===== config.mk =====
export PLATFORM = sky130hd
export DESIGN_NAME = frame_write_arbiter
export DESIGN_NICKNAME = d
export VERILOG_FILES = /design/src/rtl/frame_write_arbiter.sv
export SDC_FILE = /design/constraint.sdc
export NUM_CORES = 1
export LEC_CHECK = 0
export ABC_CLOCK_PERIOD_IN_PS = 4550
export BUFFER_PORTS_ARGS = -buffer_cell sky130_fd_sc_hd__buf_2
export CELL_PAD_IN_SITES_DETAIL_PLACEMENT = 1
export CELL_PAD_IN_SITES_GLOBAL_PLACEMENT = 1
export CORE_UTILIZATION = 32
export DETAILED_ROUTE_END_ITERATION = 12
export GPL_TIMING_DRIVEN = 0
export PLACE_DENSITY_LB_ADDON = 0.3
export SYNTH_ARGS = -nofsm -noshare
export SYNTH_HDL_FRONTEND = slang
export SYNTH_SLANG_ARGS = --single-unit

===== constraint.sdc =====
create_clock -name clk -period 4.55 [get_ports clk]
set_input_delay 1.365 -clock clk [delete_from_list [all_inputs] [get_ports clk]]
set_output_delay 1.365 -clock clk [all_outputs]
set_load 0.02 [all_outputs]

===== src/rtl/frame_write_arbiter.sv =====
// Arbitrates three draw engines onto one frame-buffer write port, with a one-entry registered output stage.
// Default build: round-robin with bounded burst hold. Define FWA_FIXED_PRIO_EN for fixed priority (req0 highest).
module frame_write_arbiter #(
  parameter int ADDR_W    = 19,
  parameter int DATA_W    = 24,
  parameter int MAX_BURST = 16
) (
  input  logic                clk,
  input  logic                rst_n,
  input  logic [2:0]          req_we,
  input  logic [3*ADDR_W-1:0] req_addr,
  input  logic [3*DATA_W-1:0] req_data,
  output logic [2:0]          req_ack,
  input  logic                frame_rdy,
  output logic                frame_we,
  output logic [ADDR_W-1:0]   frame_addr,
  output logic [DATA_W-1:0]   frame_data,
  output logic                idle
);
  // Handshake: req i holds req_we/addr/data until req_ack[i]; the stage holds frame_* until frame_rdy.
  logic       stage_open;
  logic       capture;
  logic [1:0] gnt;

  assign stage_open = !frame_we || frame_rdy;
  assign capture    = rst_n && stage_open && (req_we != 3'b000);

`ifdef FWA_FIXED_PRIO_EN
  always_comb begin
    if (req_we[0])      gnt = 2'd0;
    else if (req_we[1]) gnt = 2'd1;
    else                gnt = 2'd2;
  end
`else
  localparam int CNT_W = $clog2(MAX_BURST + 1);
  localparam logic [CNT_W-1:0] BURST_MAX = CNT_W'(MAX_BURST);

  logic             owner_vld, owner_vld_nxt;
  logic [1:0]       owner, owner_nxt;
  logic [1:0]       rr_ptr, rr_ptr_nxt;
  logic [1:0]       rot;
  logic [CNT_W-1:0] burst_cnt, burst_cnt_nxt;
  logic [2:0]       owner_oh;
  logic             owner_req, others_req, hold;

  always_ff @(posedge clk or negedge rst_n) begin
    if (!rst_n) begin
      owner_vld <= 1'b0;
      owner     <= 2'd0;
      rr_ptr    <= 2'd0;
      burst_cnt <= '0;
    end else begin
      owner_vld <= owner_vld_nxt;
      owner     <= owner_nxt;
      rr_ptr    <= rr_ptr_nxt;
      burst_cnt <= burst_cnt_nxt;
    end
  end

  // The owner keeps the grant while under its burst budget, or while nobody else is waiting.
  always_comb begin
    owner_oh   = 3'b001 << owner;
    owner_req  = owner_vld && ((req_we & owner_oh) != 3'b000);
    others_req = (req_we & ~owner_oh) != 3'b000;
    hold       = owner_req && ((burst_cnt < BURST_MAX) || !others_req);
    rot        = 2'd0;
    case (rr_ptr)
      2'd1:    rot = req_we[1] ? 2'd1 : (req_we[2] ? 2'd2 : 2'd0);
      2'd2:    rot = req_we[2] ? 2'd2 : (req_we[0] ? 2'd0 : 2'd1);
      default: rot = req_we[0] ? 2'd0 : (req_we[1] ? 2'd1 : 2'd2);
    endcase
    gnt = hold ? owner : rot;
  end

  always_comb begin
    owner_vld_nxt = owner_vld;
    owner_nxt     = owner;
    rr_ptr_nxt    = rr_ptr;
    burst_cnt_nxt = burst_cnt;
    if (stage_open) begin
      if (req_we == 3'b000) begin
        owner_vld_nxt = 1'b0;
      end else if (hold) begin
        if (burst_cnt < BURST_MAX) burst_cnt_nxt = burst_cnt + CNT_W'(1);
      end else begin
        owner_vld_nxt = 1'b1;
        owner_nxt     = gnt;
        burst_cnt_nxt = CNT_W'(1);
        rr_ptr_nxt    = (gnt == 2'd2) ? 2'd0 : gnt + 2'd1;
      end
    end
  end
`endif

  always_ff @(posedge clk or negedge rst_n) begin
    if (!rst_n) begin
      frame_we   <= 1'b0;
      frame_addr <= '0;
      frame_data <= '0;
    end else if (capture) begin
      frame_we   <= 1'b1;
      frame_addr <= req_addr[gnt*ADDR_W +: ADDR_W];
      frame_data <= req_data[gnt*DATA_W +: DATA_W];
    end else if (frame_rdy) begin
      frame_we   <= 1'b0;
    end
  end

  always_comb begin
    req_ack = 3'b000;
    if (capture) req_ack = 3'b001 << gnt;
    idle = !rst_n || (!frame_we && (req_we == 3'b000));
  end
endmodule

* Word-level counts from Yosys, hierarchy flattened
Cells that the tools add are included.
Storage, ports and cells: output and inout bits 48, input port bits 135, register bits 54, logic and storage cells 61
Operators by class: shifts and indexed selects 4, $add $sub $neg 2, reduce and logical (&&, ||, !) cells 19, $mul 2, order comparisons 1, eq/ne operators 5, muxes and demuxes 16, bitwise gates (word level) 5
Operators with widths (count):
- $shiftx A72 B8 Y24 | 1
- $shiftx A57 B8 Y19 | 1
- $mux W2 | 7
- $mux W5 | 2
- $reduce_bool A3 Y1 | 3
- $mul A2 B5 Y7 const B | 1
- $and A3 B3 Y3 | 2
- $reduce_and A3 Y1 | 2
- $shl A1 B2 Y3 const A | 2
- $add A5 B1 Y5 const B | 1
- $logic_and A1 B1 Y1 | 5
- $lt A5 B5 Y1 const B | 1
- $mux W1 | 5
- $eq A2 B2 Y1 const B | 2
- $mul A2 B2 Y4 const B | 1
- $ne A2 B1 Y1 const B | 2
- $pmux W2 S2 | 1
- $logic_not A1 Y1 | 3
- $logic_not A3 Y1 | 1
- $logic_or A1 B1 Y1 | 3
- $mux W3 | 1
- $not A3 Y3 | 1
- $add A2 B1 Y2 const B | 1
- $eq A2 B1 Y1 const B | 1
- other kinds (3) | 4

* Depth between registers and ports, before layout
depth in word-level cells 10, gate-level depth with buffers 8, mapped depth without buffers 7

* Worst setup path before layout
OpenSTA, ideal clock, no wires.
path kind in2out, start point input req_we[1], end point output req_ack[1], setup slack 0.346 ns, arrival 2.839 ns, stages 7, data required time 3.185 ns, cells stage by stage buf_2 -> or3_4 -> nand3_1 -> buf_4 -> nor4_4 -> clkbuf_2 -> or2_2
Between the ends: word-level cells in the longest chain between the ends 8, elaborated cells on any way between the ends 17, classes of those cells shift: 1; mux: 6; bitwise: 2; reduce/logical: 8
Ends and longest elaborated chain:
- start, declared | line 10 | input logic [2:0] req_we,
- $and A3 B3 Y3 | line 64 | others_req = (req_we & ~owner_oh) != 3'b000;
- $reduce_bool A3 Y1 | line 64
- $logic_not A1 Y1 | line 65 | hold = owner_req && ((burst_cnt < BURST_MAX) || !others_req);
- $logic_or A1 B1 Y1 | line 65
- $logic_and A1 B1 Y1 | line 65
- $mux W2 | line 72 | gnt = hold ? owner : rot;
- $shl A1 B2 Y3 | line 111 | if (capture) req_ack = 3'b001 << gnt;
- $mux W3 (*) | line 111
- end, declared | line 13 | output logic [2:0] req_ack,
Mark *: on every way between the ends. The rest lies on a longest branch, timed or not.

* Worst setup path in the final report
start point input req_we[2], end point output req_ack[0]
The elaborated chain is that of the path after synthesis.

==> flow_metrics.env <==
export IMPL_leakage_nw=2.16
export IMPL_critical_path_class="in -> out"
export IMPL_grt_pass1_wl_um=22700
export IMPL_finalHoldViolations=0
export IMPL_hold_path_startpoint="frame_addr[3]"
export IMPL_drive_above_1_share_pct=39.0
export IMPL_cp_common_cell="buf_2"
export IMPL_htreeDepth=2
export IMPL_yosys_area_share_simple_pct=18.3
export IMPL_antenna_found_initial=1
export IMPL_cp_slowest_cell="o221ai_1"
export IMPL_synth_area_per_cell_um2=8.64
export IMPL_hold_buffers=0
export IMPL_max_stage_delay_ns=0.59
export IMPL_holdWs_ns=0.517
export IMPL_finalCriticalPeriod_ns=4.49
export IMPL_arrival_ns=3.12
export IMPL_crit_path_end_kind="output port"
export IMPL_synth_seq_area_share_pct=38.3
export IMPL_post_drt_wl_per_cell_um=19.5
export IMPL_setup_tns_final_ns=0
export IMPL_r2r_start="rr_ptr[1]"
export IMPL_outcome="completed"
export IMPL_syn_nets=546
export IMPL_tightest_slew_ns=0.716
export IMPL_postRouteAntennaNets=0
export IMPL_cts_tree="done"
export IMPL_startpoint_type="input port"
export IMPL_nNetsFinal=738
export IMPL_synth_top_family_by_area="compound AO/OA/AOI/OAI gates"
export IMPL_synth_cells=408
export IMPL_fin_crit_sh_pct=98.7
export IMPL_synthXorXnorAreaFrac_pct=0.745
export IMPL_hold_end="frame_addr[3]"
export IMPL_die_area_mm2=0.0114
export IMPL_portBuffers=181
export IMPL_io_pins=183
export IMPL_yosys_register_bits=54
export IMPL_first_iter_violations=211
export IMPL_synth_cell_types=50
export IMPL_place_congestion=0.886
export IMPL_syn2layout_area_growth_pct=35.5
export IMPL_ir_drop_uv=225
export IMPL_maxSlewViolCount=0
export IMPL_syn_area_mm2=0.00353
export IMPL_power_total_mw=2.93
export IMPL_clockBufferDepth=2
export IMPL_wirelength_um=14400
export IMPL_dp_cells=725
export IMPL_holdPathStages=2
export IMPL_crit_chain="buf_2 > o21ai_0 > o221ai_1 > a21oi_1 > a21oi_2 > buf_2 > nor2_1 > buf_2"
export IMPL_clk_latency_ns=0.32
export IMPL_synthMuxAreaShare_pct=1.35
export IMPL_fmax_mhz=223
export IMPL_reg2reg_slack_ns=1.91
export IMPL_r2r_end="frame_data[10]"
export IMPL_mostFrequentLayoutCells="192 x buf_2, 65 x o21ai_0, 54 x dfrtp_1"
export IMPL_clock_skew_ns=0.0152
export IMPL_required_ns=3.18
export IMPL_rr_worst_depth=7
export IMPL_powerDensity_mw_per_mm2=614
export IMPL_grt_pass1_vias=4463
export IMPL_start_util_pct=33.6
export IMPL_hp_class="reg -> reg"
export IMPL_drv_cap=0
export IMPL_instances_no_fill=737
export IMPL_dp_hpwl_um=10900
export IMPL_cts_root_buffer="clkbuf_8"
export IMPL_synth_compound_gate_area_share_pct=33.2
export IMPL_grt_max_degree=58
export IMPL_path_max_fanout=10
export IMPL_grt_total_usage_pct=25.2
export IMPL_drt_first_pass_iters=4
export IMPL_numCtsBuffers=5
export IMPL_num_rows=37
export IMPL_drcViolationCount=0
export IMPL_final_common_cell="buf_2"
export IMPL_num_vias=4202
export IMPL_cts_num_sinks=54
export IMPL_die_y_um=107
export IMPL_setup_viol=0
export IMPL_die_w_um=107
export IMPL_core_area_mm2=0.0105
export IMPL_rsz0062_at_grt="true"
export IMPL_clkTransAtPathRegs_ns=0.10
export IMPL_viasPerCell=5.70
export IMPL_slew_headroom_pct=52.3
export IMPL_grt_overflow=0
export IMPL_synthAdderAreaFrac_pct=1.06
export IMPL_yosys_warnings=0
==> cells by family after synthesis <==
logic type,after synthesis
AO/OA/AOI/OAI,170
AND/OR/NAND/NOR,120
buffers and inverters,54
flip-flops,54
multiplexers,4
XOR/XNOR,3
adder cells (fa/ha/maj),3
==> synth_stat cells (all sizes together) <==
cell	instances	area [µm²]
and3b	2	17.5
a21o	2	15.0
a31oi	16	100
inv	13	48.8
and4	1	8.76
buf	16	93.8
nand3b	3	22.5
and2	1	6.26
nor2b	3	18.8
nand2	21	78.8
or3	1	11.3
and4b	1	10.0
o211ai	14	119
a311oi	11	96.3
o21bai	1	7.51
nor4	1	21.3
xor2	2	17.5
nand2b	2	12.5
mux2i	1	10.0
o2111ai	13	114
o221a	1	20.0
nor2	37	141
or4b	1	10.0
xnor2	1	8.76
nand3	4	25.0
a211oi	13	110
clkbuf	25	103
or2	3	18.8
o221ai	14	140
dfrtp	54	1350
a21oi	5	40.0
mux2	3	37.5
nand4	37	231
a32o	1	10.0
o211a	1	10.0
ha	3	37.5
and3	2	12.5
o21ai	78	390
==> flip-flops by register name (all words and copies together) (netlist names) <==
register,flops
burst_cnt,5
rr_ptr,2
frame_data,24
frame_addr,19
owner,2
frame_we,1
owner_vld,1
==> through the flow <==
| stage | utilization (%) | setup WS, ns | instance area (µm²) |
|---|---|---|---|
| finish | 45.5 | 0.0602 | 4780 |
| global route | 45.5 | -0.0296 | 4780 |
| CTS | 45.2 | 0.0107 | 4750 |
| detailed placement | 43.8 | -1.12 | 4600 |
| global placement | 43.8 | -1.07 | 4600 |
| floorplan | - | 0.346 | 3530 |
==> what timing repair did <==
action | CTS | global route
gates resized for setup | 7 | 1
endpoints found under the hold margin | 0 | 0
setup buffers | 1 | 3
pin swaps | 1 | 1
setup endpoints to repair | 3 | 2
==> final cells by class <==
class / count / area, µm²
Fill cell: 1364 / 5730
Multi-Input combinational cell: 300 / 1940
Sequential cell: 54 / 1350
Timing Repair Buffer: 185 / 951
Buffer: 41 / 205
Tap cell: 136 / 170
Clock buffer: 6 / 82.6
Inverter: 13 / 48.8
Clock inverter: 1 / 30.0
Antenna cell: 1 / 2.50
==> worst max-delay path by stage <==
| stage | startpoint | endpoint | slack [ns] | depth (start not counted) |
|---|---|---|---|---|
| floorplan | req_we[1] | req_ack[1] | 0.35 | 7 |
| global placement | rst_n | req_ack[1] | -1.07 | 7 |
| detailed placement | rst_n | req_ack[1] | -1.12 | 7 |
| CTS | req_we[0] | req_ack[1] | 0.01 | 7 |
| global route | req_we[2] | req_ack[0] | -0.03 | 8 |
| finish | req_we[2] | req_ack[0] | 0.06 | 8 |
==> layer usage <==
layer,track usage [%],vias up,part of all wire (%)
met5,0,-,0
met4,9.69,0,3.4
met3,4.07,35,5.0
met2,45.3,156,51
met1,29.9,2048,41
li1,-,1963,-
==> where the power goes <==
part | internal, mW | total (mW) | switching, mW | leakage (nW)
Clock | 0.177 | 0.351 | 0.174 | 0.0573
Combinational | 0.615 | 1.74 | 1.12 | 1.47
Sequential | 0.699 | 0.846 | 0.147 | 0.630
==> worst max-delay path: cells and delay by family <==
family                 cells  cell delay, ns
buffers and inverters      3            0.62
AOI/OAI and AO/OA          4            1.08
and+or+nand+nor            1            0.06
No activity file was read; power rests on OpenSTA's default activity.
